[src/rtl/instr_fetch.sv]
// Program store plus fetch unit: presents two-byte instructions from a writable
// memory over a valid/ready handshake, with run/stop, jumps, halt opcode and wrap.
//
// state   | meaning
// S_IDLE  | not fetching; a presented instruction may still be waiting for accept
// S_FETCH | loading mem[pc], mem[pc+1] whenever the output slot is free
// S_HALT  | halt opcode loaded; only a jump with run=1 resumes fetching
module instr_fetch #(
    parameter int                DATA_W  = 8,
    parameter int                ADDR_W  = 8,
    parameter int                DEPTH   = 2**ADDR_W,
    parameter logic [DATA_W-1:0] HALT_OP = 8'b1111_0000
) (
    input  logic              clk,
    input  logic              reset,
    input  logic              run,
    input  logic              prog_we,
    input  logic [ADDR_W-1:0] prog_addr,
    input  logic [DATA_W-1:0] prog_data,
    input  logic              jump_en,
    input  logic [ADDR_W-1:0] jump_addr,
    input  logic              out_ready,
    output logic              out_valid,
    output logic [DATA_W-1:0] opcode1,
    output logic [DATA_W-1:0] opcode2,
    output logic [ADDR_W-1:0] rom_address,
    output logic              halted
);

    typedef enum logic [1:0] {
        S_IDLE  = 2'd0,
        S_FETCH = 2'd1,
        S_HALT  = 2'd2
    } state_t;

    localparam logic [ADDR_W-1:0] LAST_ADDR = ADDR_W'(DEPTH - 1);
    localparam logic [ADDR_W:0]   DEPTH_W   = (ADDR_W+1)'(DEPTH);

    logic [DATA_W-1:0] mem_q [DEPTH];

    state_t            state_q, state_d;
    logic [ADDR_W-1:0] pc_q, pc_d;
    logic              valid_q, valid_d;
    logic [DATA_W-1:0] op1_q, op1_d;
    logic [DATA_W-1:0] op2_q, op2_d;
    logic [ADDR_W-1:0] addr_q, addr_d;

    logic              load;
    logic              is_halt;
    logic [ADDR_W-1:0] pc_inc;
    logic [ADDR_W:0]   pc_sum;
    logic [ADDR_W-1:0] pc_next;

    assign pc_inc  = pc_q + 1'b1;
    assign pc_sum  = {1'b0, pc_q} + (ADDR_W+1)'(2);
    // Modulo DEPTH without a divider; DEPTH need not be a power of two.
    assign pc_next = (pc_sum >= DEPTH_W) ? ADDR_W'(pc_sum - DEPTH_W) : pc_sum[ADDR_W-1:0];
    assign is_halt = (mem_q[pc_q] == HALT_OP);

    // Memory is deliberately outside the reset domain so a program survives reset.
    always_ff @(posedge clk) begin
        if (prog_we) begin
            mem_q[prog_addr] <= prog_data;
        end
    end

    always_comb begin
        state_d = state_q;
        pc_d    = pc_q;
        valid_d = valid_q;
        op1_d   = op1_q;
        op2_d   = op2_q;
        addr_d  = addr_q;
        load    = (state_q == S_FETCH) && run && !jump_en && (!valid_q || out_ready);

        case (state_q)
            S_IDLE:  if (run) state_d = S_FETCH;
            S_FETCH: begin
                if (!run) begin
                    state_d = S_IDLE;
                end else if (load && is_halt) begin
                    state_d = S_HALT;
                end
            end
            S_HALT:  if (jump_en && run) state_d = S_FETCH;
            default: state_d = S_IDLE;
        endcase

        // A jump discards the presented instruction even if it is being accepted.
        if (jump_en) begin
            pc_d    = jump_addr;
            valid_d = 1'b0;
        end else if (load) begin
            op1_d   = mem_q[pc_q];
            op2_d   = (pc_q == LAST_ADDR) ? '0 : mem_q[pc_inc];
            addr_d  = pc_q;
            valid_d = 1'b1;
            if (!is_halt) begin
                pc_d = pc_next;
            end
        end else if (valid_q && out_ready) begin
            valid_d = 1'b0;
        end
    end

    always_ff @(posedge clk or negedge reset) begin
        if (!reset) begin
            state_q <= S_IDLE;
            pc_q    <= '0;
            valid_q <= 1'b0;
            op1_q   <= '0;
            op2_q   <= '0;
            addr_q  <= '0;
        end else begin
            state_q <= state_d;
            pc_q    <= pc_d;
            valid_q <= valid_d;
            op1_q   <= op1_d;
            op2_q   <= op2_d;
            addr_q  <= addr_d;
        end
    end

    assign out_valid   = valid_q;
    assign opcode1     = op1_q;
    assign opcode2     = op2_q;
    assign rom_address = addr_q;
    assign halted      = (state_q == S_HALT);

endmodule
[config.mk]
export PLATFORM = sky130hd
export DESIGN_NAME = instr_fetch
export DESIGN_NICKNAME = d
export VERILOG_FILES = /design/src/rtl/instr_fetch.sv
export SDC_FILE = /design/constraint.sdc
export NUM_CORES = 2
export LEC_CHECK = 0
export CELL_PAD_IN_SITES_DETAIL_PLACEMENT = 1
export CELL_PAD_IN_SITES_GLOBAL_PLACEMENT = 1
export CORE_ASPECT_RATIO = 0.75
export CORE_MARGIN = 2
export CORE_UTILIZATION = 30
export DETAILED_ROUTE_END_ITERATION = 8
export PLACE_DENSITY_LB_ADDON = 0.3
export SLEW_MARGIN = 5
export SYNTH_ARGS = -nofsm -noshare
export SYNTH_HDL_FRONTEND = slang
export SYNTH_SLANG_ARGS = --single-unit
[constraint.sdc]
create_clock -name clk -period 4.78 [get_ports clk]
set_input_delay 0.717 -clock clk [delete_from_list [all_inputs] [get_ports clk]]
set_output_delay 0.717 -clock clk [all_outputs]
set_load 0.02 [all_outputs]
# [After elaboration in Yosys (flattened, before gate mapping)]
# Memory sizes are Yosys's and may differ from the RTL's.
# Index checks and enable logic that the tools add are counted.
[op_classes] addsub=3 mul=0 n_div=0 magnitude_cmp=1 n_eq_ne=8 shifts=0 n_mux=15 n_bitwise=1 n_reduce_logical=15
[ops] operator="$mux W8" n=5
[ops] operator="$eq A8 B8 Y1 const B" n=2
[ops] operator="$add A8 B2 Y9 const B" n=1
[ops] operator="$ge A9 B9 Y1 const B" n=1
[ops] operator="$add A8 B1 Y8 const B" n=1
[ops] operator="$mux W2" n=4
[ops] operator="$sub A8 B1 Y8 const B" n=1
[ops] operator="$logic_and A1 B1 Y1" n=6
[ops] operator="$pmux W2 S3" n=1
[ops] operator="$mux W1" n=5
[ops] operator="$ne A2 B2 Y1 const B" n=2
[ops] operator="$reduce_and A2 Y1" n=2
[ops] operator="$ne A3 B2 Y1 const B" n=1
[ops] operator="$reduce_and A3 Y1" n=1
[ops] operator="$reduce_bool A3 Y1" n=1
[ops] operator="$eq A2 B1 Y1 const B" n=1
[ops] operator="$eq A2 B2 Y1 const B" n=1
[ops] operator="$logic_not A1 Y1" n=2
[ops] operator="$logic_not A2 Y1" n=1
[ops] operator="$ne A2 B1 Y1 const B" n=1
[ops] operator="$reduce_bool A2 Y1" n=1
[ops] operator="$logic_or A1 B1 Y1" n=1
[ops] operator="$not A1 Y1" n=1
[totals] ff_bits=35 latchBits=0 mem_bits_rw=2048 mem_bits_ro=0 inputBits=30 mem_count=1
[memory_table] memory="mem_q" words=256 width=8 read_ports=2 rd_ports_with_merged_regs=0 write_ports=1 line="39" text="logic [DATA_W-1:0] mem_q [DEPTH];"

# [Depth between registers and ports, before layout]
[logic_depth] depth_word=8 mapped_depth=16 depth_no_buf=10

# [Worst setup path after synthesis]
# Ideal clock, no wire load.
[synth_path] path_type="register to register" from="register pc_q[1]" to="register op2_q[0] (netlist: opcode2[0])" t_arrival_ns=3.863 path_slack_ns=0.796 stages_incl_launch_ff=12 path_buffers=4 period_less_slack_ns=3.984 path_cell_list="dfrtp_1 ha_1 buf_2 buf_2 clkbuf_1 clkbuf_1 mux4_2 mux4_2 mux4_2 mux2i_1 o21ai_1 a22o_1"
[synth_between] elab_chain_len=3 elab_cells_between_ends=4 cone_classes="1 x add/sub; 1 x eq/ne; 1 x mux; 1 x memory"
[synth_rtl] element="from (decl)" line="42" text="logic [ADDR_W-1:0] pc_q, pc_d;"
[synth_rtl] element="from (signal assigned)" line="116" text="pc_q <= pc_d;"
[synth_rtl] element="$add A8 B1 Y8" line="54" text="assign pc_inc = pc_q + 1'b1;"
[synth_rtl] element="$mem_v2 Z256 W8"
[synth_rtl] element="$mux W8 (*)" line="95" text="op2_d = (pc_q == LAST_ADDR) ? '0 : mem_q[pc_inc];"
[synth_rtl] element="to (signal assigned)" line="119" text="op2_q <= op2_d;"
[synth_rtl] element="to (decl)" line="45" text="logic [DATA_W-1:0] op2_q, op2_d;"
# Every way passes the cells marked *; elsewhere a longest branch is shown, timed or not.
# A chain may end at the register's enable or synchronous reset.

# [Worst setup path after layout]
[layout_path] from="register pc_q[2]" to="register pc_q[3]"
[layout_between] elab_chain_len=6 elab_cells_between_ends=11 cone_classes="2 x add/sub; 1 x order compare; 2 x eq/ne; 4 x mux; 1 x reduce/logical; 1 x memory"
[layout_rtl] element="$add A8 B2 Y9" line="55" text="assign pc_sum = {1'b0, pc_q} + (ADDR_W+1)'(2);"
[layout_rtl] element="$sub A8 B1 Y8 or $ge A9 B9 Y1 (tied branches)" line="57" text="assign pc_next = (pc_sum >= DEPTH_W) ? ADDR_W'(pc_sum - DEPTH_W) : pc_sum[ADDR_W-1:0];"
[layout_rtl] element="$mux W8" line="57"
[layout_rtl] element="$mux W8" line="98" text="if (!is_halt) begin"
[layout_rtl] element="$mux W8" line="93" text="end else if (load) begin"
[layout_rtl] element="$mux W8" line="90" text="if (jump_en) begin"
# Several ways; a longest one is shown, not always the timed one. The select of a mux whose other input is x is not followed.

==> flow_summary_export.csv <==
group,metric,value,unit
status,status,"finished clean",
synth,synthDistinctLibCells,81,
sta,setup_viol,0,
route,drt_first_pass_iters,5,
setup_path,crit_buf_inv,4,
power,leakagePower,35.8,nW
hold_path,min_path_type,"in2reg",
setup_path,crit_family,"compound AO/OA/AOI/OAI gates",
floorplan,rows,181,
setup_path,cpPeakStageDelay,850,ps
floorplan,die_x,663,um
placed_design,io_buffers,55,
clocking,numCtsBuffers,212,
finish,layout-drive-gt1-share,37.3,%
grt,grt_overflow,0,
finish,layout.nets,5413,
clocking,clk_pin_slew,70,ps
clocking,root_buffer,"clkbuf_16",
placed_design,place_congestion,0.886,
synth,synth_top_family_by_area,"multiplexers",
setup_path,crit_type,"reg2reg",
sta,timing.final.hold_violations,0,
route,drcViolationCount,0,
setup_path,crit_path_start_kind,"register",
grt,antenna_found_initial,44,
floorplan,start_util,30.1,%
synth,ys_warn_count,0,
power,power.total,0.0466,W
grt,grt_usage,21.5,%
clocking,clkSinkCount,2083,
finish,layout.cells.most_common_list,"2048 x edfxtp_1, 1034 x mux4_2, 538 x buf_4, 305 x nor2_1, 303 x mux2i_1",
setup_path,critPathMaxFanout,17,
power,power_density,408,nW/um2
synth,synthFlopType,"edfxtp_1",
clocking,clk_path_buf_depth,4,
sta,period_share,97.9,%
synth,synth_area,97600,um2
grt,grt_pass1_wl,493000,um
route,routed_wirelength,361000,um
synth,synth_xor_area_share,0.0807,%
setup_path,crit_top_cell,"buf_4",
placed_design,place_ws,-625,ps
synth,synth_top_area_share,63.0,%
synth,synth_cells,4891,
floorplan,die-area,330000,um2
finish,final_cells,9859,
setup_path,setup.worst_path.end_class,"register",
clocking,insertion_delay,900,ps
sta,slew_violations,0,
floorplan,die_h,498,um
grt,grt_pass1_vias,57200,
synth,synthesis.nets,4923,
route,post_drt_via_cell_ratio,5.81,
sta,worst_clock_skew,80.3,ps
clocking,cts_tree,"done",
placed_design,dp_hpwl,247000,um
grt,grt_max_degree,113,
sta,tns,0,ps
route,wl_per_cell,36.7,um
sta,fin_crit,4680,ps
placed_design,placed_cells,9462,
synth,synth_compound_area_share,3.28,%
power,vdd_drop_max,0.307,mV
synth,synth_seq_cells,2083,
finish,syn_to_final_growth,16.8,%
synth,synth_fa_ha_area_share,0.0256,%
setup_path,required,5540,ps
synth,yosysSeqAreaShare,63.9,%
synth,synthSimpleGateAreaFrac,2.47,%
route,vias,57300,
route,postRouteAntennaNets,0,
run,cap_violations,0,
floorplan,core_area,324000,um2
synth,avgSynthCellArea,20.0,um2
sta,relSlewSlack,22.9,%
setup_path,crit_path_cell_trace,"nor2_4 -> buf_12 -> buf_4 -> a22oi_1 -> buf_4 -> a211oi_1 -> buf_4 -> a21oi_1 -> o211a_1 -> nor4b_4 -> a21oi_2 -> and3_1 -> a211o_1",
synth,synth-edff-count,2048,
clocking,cts_max_level,4,
sta,timing.fmax,214,MHz
finish,stdcell_area,114000,um2
placed_design,dpl_cell_area,107000,um2
synth,ys_top_cells_by_area,"edfxtp_1 63%, mux4_2 24%, mux2i_1 3.1%, nor2_1 1.2%, dfrtp_1 0.90%",
sta,setup_slack,103,ps
sta,worst_pin_slew,1150,ps
finish,final_common_cell,"edfxtp_1",
route,drtIter0Drc,8084,
synth,synth-async-reset-ratio,1.68,%
setup_path,cp.arrival,5440,ps
synth,muxShareOfSynthArea,27.8,%
setup_path,crit_slowest_cell,"a211oi_1",
floorplan,pin_count,56,
sta,rsz0062_at_grt,"no",
synth,synth_top_cell_by_area,"edfxtp_1",
## final cells by class
cell class / instances / area [um2]
clock buffer: 255 / 5530
fill: 31900 / 210000
sequential: 2083 / 62400
timing repair buffer: 678 / 6290
antenna: 12 / 30.0
inverter: 8 / 30.0
clock inverter: 125 / 1290
tap: 4300 / 5380
multi-input combinational: 2398 / 33100
## logic make-up (layout without fill, tap and decap cells)
family / after synthesis / in the layout
flip-flops: 2083 / 2083
buffers and inverters: 410 / 1066
AO/OA/AOI/OAI: 441 / 441
adder cells (fa/ha/maj): 2 / 2
other: 0 / 12
XOR/XNOR: 9 / 9
multiplexers: 1405 / 1405
AND/OR/NAND/NOR: 541 / 541
## cells in the mapped netlist (all sizes together), types with 8 or more instances
cell type  number
nor2          307
a2111oi        28
o221ai         38
mux2i         303
edfxtp       2048
mux4         1038
clkbuf        187
o22a            8
mux2           64
a211o          15
nand3          34
a211oi         46
nor2b          18
buf           215
nand4          23
o2111ai        15
nand2         104
o21ai          43
a21oi          53
dfrtp          35
o22ai          79
xnor2           8
a22o           41
nor3            9
a22oi          34
## worst reg2reg max path, stage by stage, from the launching register on
cell and delay (ps):
dfrtp_4 630, nor2_4 580, buf_12 290, buf_4 330, a22oi_1 120, buf_4 170, a211oi_1 850, buf_4 290
a21oi_1 70, o211a_1 240, nor4b_4 380, a21oi_2 190, and3_1 220, a211o_1 230
## path summary, 6_finish.rpt
kind / start / to / slack, ps / cells after the start
min in group asynchronous: reset / rom_address[3]$_DFFE_PN0P_ / 510 / 2
max: pc_q[2]$_DFFE_PN0P_ / pc_q[3]$_DFFE_PN0P_ / 100 / 13
max in group asynchronous: reset / pc_q[0]$_DFFE_PN0P_ / 3570 / 2
max reg2reg: pc_q[2]$_DFFE_PN0P_ / pc_q[3]$_DFFE_PN0P_ / 100 / 13
min reg2reg: rom_address[4]$_DFFE_PN0P_ / rom_address[4]$_DFFE_PN0P_ / 490 / 2
min: run / state_q[0]$_DFFE_PN0P_ / 450 / 3
## what timing repair did
| item | 4_1_cts | 5_1_grt |
|---|---|---|
| hold buffers | 1 | 0 |
| hold endpoints to repair | 35 | 0 |
| buffers inserted | 4 | 0 |
| setup endpoints to repair | 10 | 4 |
| resized for setup | 3 | 5 |
## per-layer routing
layer,share of wire (%),wire length [um],vias up,GRT usage [%]
met4,2.8,10300,30,5.51
li1,-,-,22200,-
met1,43,154000,31500,31.2
met5,0.089,321,-,0.260
met3,12,43200,492,7.37
met2,42,153000,3073,30.6
## power breakdown
group          total [W]  switching [W]  internal (W)
logic            0.00928        0.00537       0.00392
clock network     0.0170        0.00739       0.00957
registers         0.0203       0.000147        0.0202
## state kept, by name (all words and copies together), names as in the netlist
name	cells
state_q	2
mem_q	2048
opcode1	8
out_valid	1
opcode2	8
rom_address	8
pc_q	8
## stage by stage
stage	hold slack, ps	util [%]
4_1_cts	384	35.2
3_3_place_gp	474	33.0
3_5_place_dp	481	33.0
5_1_grt	433	35.2
6_report	451	35.2
2_1_floorplan	421	-
(Power assumes the default switching activity.)
